==> src/rtl/stopwatch_core.sv <==
// stopwatch_core: centisecond stopwatch time base with start/stop, lap-freeze and clear buttons
module stopwatch_core #(
  parameter int CLK_HZ  = 50_000_000,
  parameter int TICK_HZ = 100,
  parameter int MAX_CS  = 599999
) (
  input  logic        clk,
  input  logic        rst,
  input  logic        start_stop,
  input  logic        lap,
  input  logic        clear,
  output logic [19:0] value,
  output logic        running,
  output logic        lap_active,
  output logic        tick
);
  localparam int DIV = CLK_HZ / TICK_HZ;
  localparam int PW  = $clog2(DIV);
  typedef enum logic [1:0] {IDLE, RUN, LAP, PAUSE} state_t;
  state_t state, state_n;
  logic [2:0] s1, s2, prev, ev;
  logic [PW-1:0] presc, presc_n;
  logic [19:0] count, count_n, count_t, lap_reg, lap_n;
  logic do_clr, do_ss, do_lap;
  // button bits are {clear, lap, start_stop}; priority resolved before the FSM sees them
  assign ev = s2 & ~prev;
  assign do_clr = ev[2];
  assign do_ss = ev[0] & ~ev[2];
  assign do_lap = ev[1] & ~ev[0] & ~ev[2];
  assign running = state == RUN || state == LAP;
  assign lap_active = state == LAP;
  assign tick = running && presc == PW'(DIV - 1);
  assign count_t = tick ? (count == 20'(MAX_CS) ? '0 : count + 20'd1) : count;
  assign value = lap_active ? lap_reg : count;
  always_ff @(posedge clk or posedge rst) begin
    if (rst) begin
      state <= IDLE;
      s1 <= '0;
      s2 <= '0;
      prev <= '0;
      presc <= '0;
      count <= '0;
      lap_reg <= '0;
    end else begin
      state <= state_n;
      s1 <= {clear, lap, start_stop};
      s2 <= s1;
      prev <= s2;
      presc <= presc_n;
      count <= count_n;
      lap_reg <= lap_n;
    end
  end
  always_comb begin
    state_n = state;
    count_n = count_t;
    lap_n = lap_reg;
    presc_n = tick ? '0 : running ? presc + PW'(1) : presc;
    case (state)
      IDLE: state_n = do_ss ? RUN : IDLE;
      RUN: begin
        if (do_ss) state_n = PAUSE;
        else if (do_lap) begin
          state_n = LAP;
          lap_n = count_t;
        end
      end
      LAP: state_n = do_ss ? PAUSE : do_lap ? RUN : LAP;
      PAUSE: begin
        if (do_clr) begin
          state_n = IDLE;
          count_n = '0;
          presc_n = '0;
          lap_n = '0;
        end else if (do_ss) state_n = RUN;
      end
    endcase
  end
endmodule

==> config.mk <==
export PLATFORM = sky130hd
export DESIGN_NAME = stopwatch_core
export DESIGN_NICKNAME = d
export VERILOG_FILES = /design/src/rtl/stopwatch_core.sv
export SDC_FILE = /design/constraint.sdc
export NUM_CORES = 1
export LEC_CHECK = 0
export ABC_AREA = 1
export CAP_MARGIN = 20
export CORE_ASPECT_RATIO = 1.1
export CORE_MARGIN = 2
export CORE_UTILIZATION = 55
export CTS_BUF_LIST = sky130_fd_sc_hd__clkbuf_4
export DETAILED_ROUTE_END_ITERATION = 16
export HOLD_SLACK_MARGIN = 0.03
export PLACE_DENSITY = 0.77
export REMOVE_ABC_BUFFERS = 1
export SKIP_LAST_GASP = 1
export SYNTH_ARGS = -nofsm -noshare
export SYNTH_HDL_FRONTEND = slang
export SYNTH_SLANG_ARGS = --single-unit
==> constraint.sdc <==
create_clock -name clk -period 2.2 [get_ports clk]
set_input_delay 0.44 -clock clk [delete_from_list [all_inputs] [get_ports clk]]
set_output_delay 0.44 -clock clk [all_outputs]
set_load 0.1 [all_outputs]
==> metrics.md, run 1 <==
| Metric | Value |
|---|---|
| Remaining antenna violation count after routing | `0` |
| Critical-path cell list | `inv_2 -> ha_4 -> inv_2 -> nor3_2 -> nand4_1 -> nor4_2 -> buf_4 -> buf_12` |
| Post-DR vias/cell | `~5.5` |
| Synth-to-layout area growth | `31.85%` |
| Reg clk slew, reported paths | `about 0.13 ns` |
| Setup TNS | `-4.252 ns` |
| Switching Share | `approximately a third` |
| Max cap viols | `0` |
| DRT iter0 DRCs | `slightly below 300` |
| Design Power | `~0.0038 W` |
| Synth Flop Type | `dfrtp_1` |
| Number of diodes | `0` |
| Residual DRC | `0` |
| DRT Wirelength | `11.29 mm` |
| Final setup fails | `22` |
| CP Capture Type | `primary output` |
| Final Critical Period | `about 2.6 ns` |
| Global route overflow | `0` |
| Num Clock Sinks | `70` |
| Port Buffers | `27` |
| Period utilisation layout | `118.6%` |
| Core area | `between 7000 and 8000 sq um` |
| CP dominant cell by count | `inv_2` |
| Root Driver | `clkbuf_4` |
| Vias | `~4.0k` |
| WP buf/inv | `4` |
| Routability Congestion | `between 0.9 and 1` |
| Leak | `around 2.6 nW` |
| Fmax | `383.2 MHz` |
| # IOs | `28` |
| Vias in the first global route | `3949` |
| Final worst slack | `-0.4093 ns` |
| Status | `finished, violations left` |
| Reg power frac | `~37%` |
| Worst EP arrival | `2.17 ns` |
| Clock Latency Late Sink | `0.46 ns` |
| Flop2flop setup slack | `between 0.2 and 0.25 ns` |
| Hold Fails Final Rpt | `0` |
| Crit path kind | `flip-flop to primary output` |
| WL per Instance | `roughly 15 um` |
| Post-layout util | `roughly three quarters` |
| Slew of the pin with the lowest slew margin | `between 0.5 and 0.6 ns` |
| Netlist Area Pre-Place | `between 4000 and 5000 sq um` |
| Synth Warn # | `0` |
| Slowest stage delay, CP | `0.40 ns` |
| Most frequent cells in the layout | `nand2_1 (191), dfrtp_1 (70), nor2_1 (63), nand3_1 (59), inv_1 (58)` |
| Placed cell count | `around 700` |
| Slew headroom | `about 66%` |
| Top delay family on crit path | `simple AND/OR/NAND/NOR gates` |
| Pwr Density | `approximately 690 nW/um^2` |
| Starting Density | `between 50% and 60%` |
| Pin count of the biggest net entering global routing | `30` |
| Slew Viols, Final | `0` |
| Slowest CP cell | `dfrtp_1` |
| VDD IR max | `755.2 uV` |
| GR peak layer | `met2` |
| CTS tree | `yes` |
| Failing checks | `setup timing` |
| Worst EP required | `between 1.5 and 2 ns` |
| HPWL after DPL | `7.232 mm` |
| Die area | `slightly above 8000 sq um` |
| Seq/Total Area, Yosys | `42.14%` |
| Yosys reg bits | `70` |
| First-pass detailed-route iteration total | `5` |
| Met3 Use GR | `around 5%` |
| Ys async rst share | `100.0%` |
| Clock Skews | `0.01900 ns` |
| H-tree Lvls | `3` |
| Maximum fanout along the worst path | `2` |
| Met1 GRT Util | `33.04%` |
| Initial antenna violation count | `0` |
| Switching power | `approximately 0.0013 W` |
| CTS Buf Count | `9` |
| Mapped Cells | `approximately 600` |
| Min-delay worst type | `primary input to async pin` |
| GRT met2 Usage | `around 46%` |
| CTS max path bufs | `2` |
| Post-Layout Cell Count | `about 730` |
| Cell Rows | `33` |
| Number of enable flip-flop cells after synthesis | `0` |
| Crit start category | `flip-flop` |
| Share of layout cells above drive strength 1 | `20.56%` |
| Clock Power Share | `28.7%` |
| Largest register FFs | `20` |
| Hold_buf cts | `0` |
| Total Routing Usage GR | `roughly 27%` |
| Die Width | `between 80 and 90 um` |
| Synth Area per Inst | `7.129 sq um` |
| RSZ-0062 raised after global routing | `true` |
| First-pass GRT wire length | `roughly 18 mm` |
| Nets@finish | `around 650` |
| Synth cell types | `29` |
| Filler Cells Inserted | `between 500 and 600` |
| Combinational fraction of design power | `34.0%` |
| Commonest non-fill, non-tap cell in the layout | `nand2_1` |
| Chip height | `about 95 um` |
| Int Pwr | `approximately 0.0025 W` |
## per-layer routing
layer / part of all wire [%] / vias to the layer above / wire [um]
met5: 0 / - / 0
met4: 2.7 / 0 / 310
met1: 41 / 1890 / 4674
met3: 4.3 / 31 / 484
met2: 52 / 115 / 5818
li1: - / 1962 / -
## synthesized netlist by cell type (all sizes together), types with 3 or more instances
| cell type | instances | area, sq um |
|---|---|---|
| a21oi | 11 | 55.05 |
| buf | 6 | 42.54 |
| clkbuf | 7 | 27.52 |
| dfrtp | 70 | 1752 |
| ha | 6 | 75.07 |
| inv | 64 | 240.2 |
| nand2 | 207 | 794.5 |
| nand3 | 64 | 345.3 |
| nand4 | 12 | 81.33 |
| nor2 | 73 | 329.1 |
| nor3 | 15 | 101.4 |
| o21ai | 28 | 140.1 |
| xnor2 | 3 | 26.28 |
| xor2 | 13 | 113.9 |
## metrics by stage
step	cell area, sq um	hold WS [ns]	setup slack, ns
final	5480	0.2899	-0.4093
after global routing	5480	0.3533	-0.5120
after CTS	5031	0.3149	-0.2677
after detailed placement	4811	0.3405	0.1382
after global placement	4811	0.3332	0.1818
after floorplan	4086	0.3312	-2.939
## power groups by stage
| stage | Sequential (W) | Clock [W] | Combinational [W] |
|---|---|---|---|
| finish | 0.00141 | 0.00108 | 0.00128 |
| global route | 0.00142 | 0.00114 | 0.00135 |
| CTS | 0.00141 | 0.00109 | 0.000877 |
| detailed placement | 0.00144 | 0 | 0.000814 |
| global placement | 0.00143 | 0 | 0.000790 |
| floorplan | 0.00142 | 0 | 0.000517 |
## final cells by class
cell class / count / area [sq um] / share of cell area [%]
clock buffer: 9 / 67.56 / 1.233
clock inverter: 7 / 111.4 / 2.032
multi-input combinational: 436 / 2296 / 41.89
sequential: 70 / 1752 / 31.96
tap: 87 / 108.9 / 1.986
timing repair buffer: 56 / 904.6 / 16.51
inverter: 64 / 240.2 / 4.384
## timing repair
action / CTS / global route
pin swaps: 0 / 6
buffers inserted: 2 / 9
cloned: 0 / 6
resized for setup: 25 / 57
setup endpoints to repair: 21 / 23
## cell families after synthesis
logic type	count (synthesis)	share of synthesized area, %
DFF	70	42.14
AOI/OAI and AO/OA	40	4.876
xor gates and xnor gates	16	3.372
buffers and inverters	77	7.465
muxes	1	0.2709
and+or+nand+nor	373	40.07
adders and majority gates	6	1.806
## path summary, 6_finish.rpt
kind                                 startpoint                      end  depth (start not counted)
min in group clk                s1[0]$_DFF_PP0_          s2[0]$_DFF_PP0_                          0
hold / removal                              rst          s1[0]$_DFF_PP0_                          2
setup / recovery           state[0]$_DFFE_PP0P_                     tick                          8
hold reg to reg                 s1[0]$_DFF_PP0_          s2[0]$_DFF_PP0_                          0
setup reg to reg           state[0]$_DFFE_PP0P_  lap_reg[16]$_DFFE_PP0P_                         12
max in group asynchronous                   rst      presc[16]$_DFF_PP0_                          3
Note: power is estimated with default switching activity, not from simulation.
==> inputs of run 2 (changes only) <==
--- a/config.mk
+++ b/config.mk
@@ -7,13 +7,16 @@
 export LEC_CHECK = 0
 export ABC_AREA = 1
 export CAP_MARGIN = 20
+export CELL_PAD_IN_SITES_DETAIL_PLACEMENT = 1
+export CELL_PAD_IN_SITES_GLOBAL_PLACEMENT = 2
 export CORE_ASPECT_RATIO = 1.1
 export CORE_MARGIN = 2
-export CORE_UTILIZATION = 55
+export CORE_UTILIZATION = 32
 export CTS_BUF_LIST = sky130_fd_sc_hd__clkbuf_4
 export DETAILED_ROUTE_END_ITERATION = 16
+export GPL_ROUTABILITY_DRIVEN = 0
 export HOLD_SLACK_MARGIN = 0.03
-export PLACE_DENSITY = 0.77
+export PLACE_DENSITY = 0.78
 export REMOVE_ABC_BUFFERS = 1
 export SKIP_LAST_GASP = 1
 export SYNTH_ARGS = -nofsm -noshare
==> metrics.md, run 2 (synthesized netlist as in run 1, its figures left out) <==
| Metric | Value |
|---|---|
| Pin count of the biggest net entering global routing | `71` |
| Post-place setup slack | `0.1485 ns` |
| Num Clock Sinks | `70` |
| CTS max path bufs | `2` |
| Nets@finish | `638` |
| Post-layout util | `a little over two fifths` |
| Hold Fails Final Rpt | `0` |
| Slew Viols, Final | `0` |
| WHS | `about 0.36 ns` |
| H-tree Lvls | `3` |
| Maximum fanout along the worst path | `17` |
| Pwr Density | `roughly 640 nW/um^2` |
| Starting Density | `about 33%` |
| Clock Skews | `~0.013 ns` |
| Crit Reg-Reg Endpoint | `lap_reg[6]$_DFFE_PP0P_` |
| Die area | `13920 sq um` |
| Slew of the pin with the lowest slew margin | `about 0.4 ns` |
| Flop2flop setup slack | `between 0.15 and 0.2 ns` |
| Largest register FFs | `20` |
| Root Driver | `clkbuf_4` |
| CP Capture Type | `primary output` |
| R2R cell count | `13` |
| Slowest stage delay, CP | `about 0.39 ns` |
| Cell Rows | `43` |
| Worst EP required | `roughly 1.8 ns` |
| First-pass GRT wire length | `about 20 mm` |
| Final worst slack | `-0.2872 ns` |
| Commonest non-fill, non-tap cell in the layout | `nand2_1` |
| HP Start | `s1[2]$_DFF_PP0_` |
| Number of diodes | `0` |
| Synth-to-layout area growth | `27.93%` |
| Vias | `3888` |
| Hold_buf cts | `0` |
| Failing checks | `setup timing` |
| Area after DPL | `4913 sq um` |
| Critical-path cell list | `buf_4 -> buf_4 -> ha_2 -> buf_12 -> mux2_2 -> buf_12` |
| Reg clk slew, reported paths | `0.12 ns` |
| CTS Buf Count | `9` |
| Core area | `~13000 sq um` |
| Post-DR vias/cell | `just under 5` |
| Initial antenna violation count | `0` |
| Crit path kind | `flip-flop to primary output` |
| Min-Delay Endpoint | `s2[2]$_DFF_PP0_` |
| Top delay family on crit path | `buffers and inverters` |
| Min-delay worst type | `flip-flop to flip-flop` |
| Filler Cells Inserted | `about 1.6k` |
| Residual DRC | `0` |
| Period utilisation layout | `113.1%` |
| Leak | `roughly 2.4 nW` |
| RSZ-0062 raised after global routing | `true` |
| HPWL after DPL | `between 8 and 9 mm` |
| Slew headroom | `72.59%` |
| Worst EP arrival | `about 2.1 ns` |
| Crit start category | `flip-flop` |
| Share of layout cells above drive strength 1 | `between 15 and 20%` |
| Reg2reg start | `state[1]$_DFFE_PP0P_` |
| WL per Instance | `approximately 15 um` |
| First-pass detailed-route iteration total | `4` |
| WP buf/inv | `4` |
| Final setup fails | `22` |
| Status | `finished, violations left` |
| # IOs | `28` |
| VDD IR max | `approximately 420 uV` |
| Die Width | `~110 um` |
| Slowest CP cell | `mux2_2` |
| Remaining antenna violation count after routing | `0` |
| Placed cell count | `approximately 770` |
| Chip height | `123.5 um` |
| DRT Wirelength | `about 12 mm` |
| CTS tree | `yes` |
| Global route overflow | `0` |
| Most frequent cells in the layout | `nand2_1 (198), dfrtp_1 (70), nor2_1 (63), nand3_1 (59), inv_1 (58)` |
| Total Routing Usage GR | `around 18%` |
| Design area | `between 5000 and 6000 sq um` |
| Max cap viols | `0` |
| Port Buffers | `27` |
| Fmax | `~400 MHz` |
| Post-Layout Cell Count | `about 790` |
| Final Critical Period | `2.487 ns` |
| Clock Latency Late Sink | `about 0.46 ns` |
| Vias in the first global route | `between 4k and 5k` |
| Hold depth | `0` |
| DRT iter0 DRCs | `between 100 and 150` |
-- run 2: changes by cell type in the layout (fill, tap and decap cells not counted), sizes merged --
cell | before | now
buf | 37 | 42
clkinvlp | 0 | 2
bufinv | 3 | 2
clkbuf | 24 | 9
inv | 65 | 64
-- run 2: power by group --
group,internal [W],switching [W]
Clock,0.000452,0.000516
Combinational,0.000362,0.000645
Sequential,0.00135,0.0000653
-- run 2: layout make-up --
type	count	area [sq um]	share of cell area, %
Tap cell	157	196.4	3.694
Clock inverter	7	88.84	1.671
Timing Repair Buffer	46	693.2	13.04
Clock buffer	9	67.56	1.271
Sequential cell	70	1752	32.94
Multi-Input combinational cell	436	2280	42.87
Inverter	64	240.2	4.518
-- run 2: through the flow --
step / TNS, ns / total power (W)
after floorplan: -49.04 / 0.001939
after global placement: 0 / 0.002252
after detailed placement: 0 / 0.002278
after CTS: -1.977 / 0.003362
after global routing: -5.694 / 0.003608
final: -3.340 / 0.003390
-- run 2: how the worst max path moves through the flow --
stage	slack, ns	cells after the start	startpoint	endpoint
2_1_floorplan	-2.94	6	state[0]$_DFFE_PP0P_	tick
4_1_cts	-0.28	8	state[1]$_DFFE_PP0P_	tick
3_3_place_gp	0.16	8	state[0]$_DFFE_PP0P_	tick
6_report	-0.29	6	state[1]$_DFFE_PP0P_	value[1]
5_1_grt	-0.44	8	state[0]$_DFFE_PP0P_	tick
3_5_place_dp	0.15	11	state[0]$_DFFE_PP0P_	lap_reg[1]$_DFFE_PP0P_
-- run 2: per-layer routing --
layer	GRT usage, %	share of wire [%]	up-vias
met3	3.186	1.9	13
met5	0	0	-
li1	-	-	1939
met2	32.19	51	35
met4	7.470	1.6	0
met1	22.48	45	1901
-- run 2: repair_timing --
action | in CTS | in global routing
gates resized for setup | 37 | 26
endpoints found under the setup margin | 22 | 28
setup buffers | 2 | 3
pin swaps | 0 | 5
==> inputs of run 3 (changes only) <==
--- a/config.mk
+++ b/config.mk
@@ -9,7 +9,7 @@
 export CAP_MARGIN = 20
 export CELL_PAD_IN_SITES_DETAIL_PLACEMENT = 1
 export CELL_PAD_IN_SITES_GLOBAL_PLACEMENT = 2
-export CORE_ASPECT_RATIO = 1.1
+export CORE_ASPECT_RATIO = 0.6
 export CORE_MARGIN = 2
 export CORE_UTILIZATION = 32
 export CTS_BUF_LIST = sky130_fd_sc_hd__clkbuf_4
==> metrics.md, run 3 (synthesized netlist as in run 1, its figures left out) <==
| Metric | Value |
|---|---|
| Status | `finished, violations left` |
| Failing checks | `setup timing` |
| Global route overflow | `0` |
| Commonest non-fill, non-tap cell in the layout | `nand2_1` |
| Largest register FFs | `20` |
| Filler Cells Inserted | `around 1.5k` |
| CP Capture Type | `primary output` |
| Flop2flop setup slack | `around 0.15 ns` |
| Chip height | `92.28 um` |
| Reg area | `between 1500 and 2000 sq um` |
| Nets@finish | `between 600 and 700` |
| Hold_buf cts | `0` |
| Slew of the pin with the lowest slew margin | `about 0.51 ns` |
| GRT met2 Usage | `between 20% and 30%` |
| WHS | `approximately 0.36 ns` |
| Total Routing Usage GR | `a little over a fifth` |
| Hold Fails Final Rpt | `0` |
| GR peak layer | `met1` |
| Slew headroom | `between 60% and 70%` |
| Reg clk slew, reported paths | `around 0.12 ns` |
| Die Width | `around 150 um` |
| Post-Layout Cell Count | `~810` |
| Crit start category | `flip-flop` |
| First-pass detailed-route iteration total | `4` |
| Most frequent cells in the layout | `nand2_1 (187), dfrtp_1 (70), nor2_1 (63), nand3_1 (59), inv_1 (58)` |
| Num Clock Sinks | `70` |
| RSZ-0062 raised after global routing | `true` |
| CTS tree | `yes` |
| Initial antenna violation count | `0` |
| Die area | `~14000 sq um` |
| Residual DRC | `0` |
| Leak | `2.596 nW` |
| Final worst slack | `-0.3028 ns` |
| Slew Viols, Final | `0` |
| Pwr Density | `approximately 670 nW/um^2` |
| Crit Reg-Reg Endpoint | `lap_reg[16]$_DFFE_PP0P_` |
| Worst EP arrival | `slightly above 2 ns` |
| Hold depth | `0` |
| Min-Delay Endpoint | `s2[0]$_DFF_PP0_` |
| Final setup fails | `22` |
| CTS max path bufs | `2` |
| Port Buffers | `27` |
| CTS Buf Count | `9` |
| Placed cell count | `around 780` |
| Crit path kind | `flip-flop to primary output` |
| VDD IR max | `around 300 uV` |
| Reg2reg start | `state[1]$_DFFE_PP0P_` |
| Design Power | `~0.0037 W` |
| # IOs | `28` |
| First-pass GRT wire length | `~23 mm` |
| Met3 Use GR | `around 3.5%` |
| DRT iter0 DRCs | `about 200` |
| Core area | `12770 sq um` |
| Post-DR vias/cell | `4.960` |
| Synth-to-layout area growth | `34.53%` |
| WL per Instance | `17.03 um` |
| R2R cell count | `13` |
| Met1 GRT Util | `34.10%` |
| Remaining antenna violation count after routing | `0` |
| HP Start | `s1[0]$_DFF_PP0_` |
| Clock Latency Late Sink | `roughly 0.43 ns` |
| Share of layout cells above drive strength 1 | `between 20% and 30%` |
| Clock Skews | `between 0.015 and 0.02 ns` |
| HPWL after DPL | `between 9 and 10 mm` |
| Pin count of the biggest net entering global routing | `71` |
| Fmax | `approximately 400 MHz` |
| Number of diodes | `0` |
| Vias | `between 4k and 5k` |
| Cell Rows | `32` |
| Max cap viols | `0` |
| Root Driver | `clkbuf_4` |
| Min-delay worst type | `flip-flop to flip-flop` |
| Worst EP required | `1.76 ns` |
| Starting Density | `about a third` |
| Vias in the first global route | `4204` |
| Period utilisation layout | `113.8%` |
| Final Critical Period | `around 2.5 ns` |
| Multi-input gate area | `~2400 sq um` |
| DRT Wirelength | `roughly 14 mm` |
| Maximum fanout along the worst path | `3` |
| H-tree Lvls | `3` |
[run 3: how the worst max path moves through the flow]
stage / start / to / slack, ns / cells after the start
3_5_place_dp: state[0]$_DFFE_PP0P_ / tick / 0.08 / 8
5_1_grt: state[1]$_DFFE_PP0P_ / tick / -0.46 / 8
2_1_floorplan: state[0]$_DFFE_PP0P_ / tick / -2.94 / 6
3_3_place_gp: state[0]$_DFFE_PP0P_ / tick / 0.14 / 8
4_1_cts: state[0]$_DFFE_PP0P_ / tick / -0.25 / 8
6_report: state[0]$_DFFE_PP0P_ / tick / -0.30 / 8
[run 3: through the flow]
stage               instance area (sq um)  setup slack (ns)  utilization, %  TNS, ns
floorplan                            4086            -2.939               -   -49.04
finish                               5592           -0.3028           43.78   -3.503
detailed placement                   4940           0.07938           38.68        0
global route                         5592           -0.4569           43.78   -5.571
CTS                                  5478           -0.2490           42.89   -2.951
global placement                     4940            0.1358           38.68        0
[run 3: critical path, cell delays in order, from the launching register on]
cell and delay [ns]:
dfrtp_1 0.42, inv_2 0.08, ha_4 0.28, inv_2 0.04
nor3_2 0.10, nand4_1 0.11, nor4_2 0.28, buf_4 0.16
buf_12 0.16
[run 3: timing repair]
| action | in CTS | in global routing |
|---|---|---|
| setup buffers | 9 | 4 |
| hold endpoints to repair | 0 | 0 |
| resized for setup | 62 | 32 |
| pin swaps | 7 | 4 |
| cloned | 4 | 0 |
| setup endpoints to repair | 21 | 21 |
[run 3: where the power goes]
| part | leakage (nW) | internal, W | switching [W] |
|---|---|---|---|
| clock network | 0.0753 | 0.000443 | 0.000491 |
| logic | 1.57 | 0.000575 | 0.000822 |
| registers | 0.951 | 0.00135 | 0.0000631 |
| total | 2.60 | 0.00237 | 0.00138 |
[run 3: layer usage]
metal  wire length, um  vias up
li1                  -     1951
met1              7381     1967
met2              5651       75
met3               607       10
met4               101        0
met5                 0        -
[run 3: final cells by class]
cell class              count  share of cell area (%)
clock inverters             5                   1.365
repair buffers             53                   14.88
multi-input cells         436                   43.12
flip-flops and latches     70                   31.33
clock buffers               9                   1.208
well taps                 170                   3.804
inverters                  64                   4.296
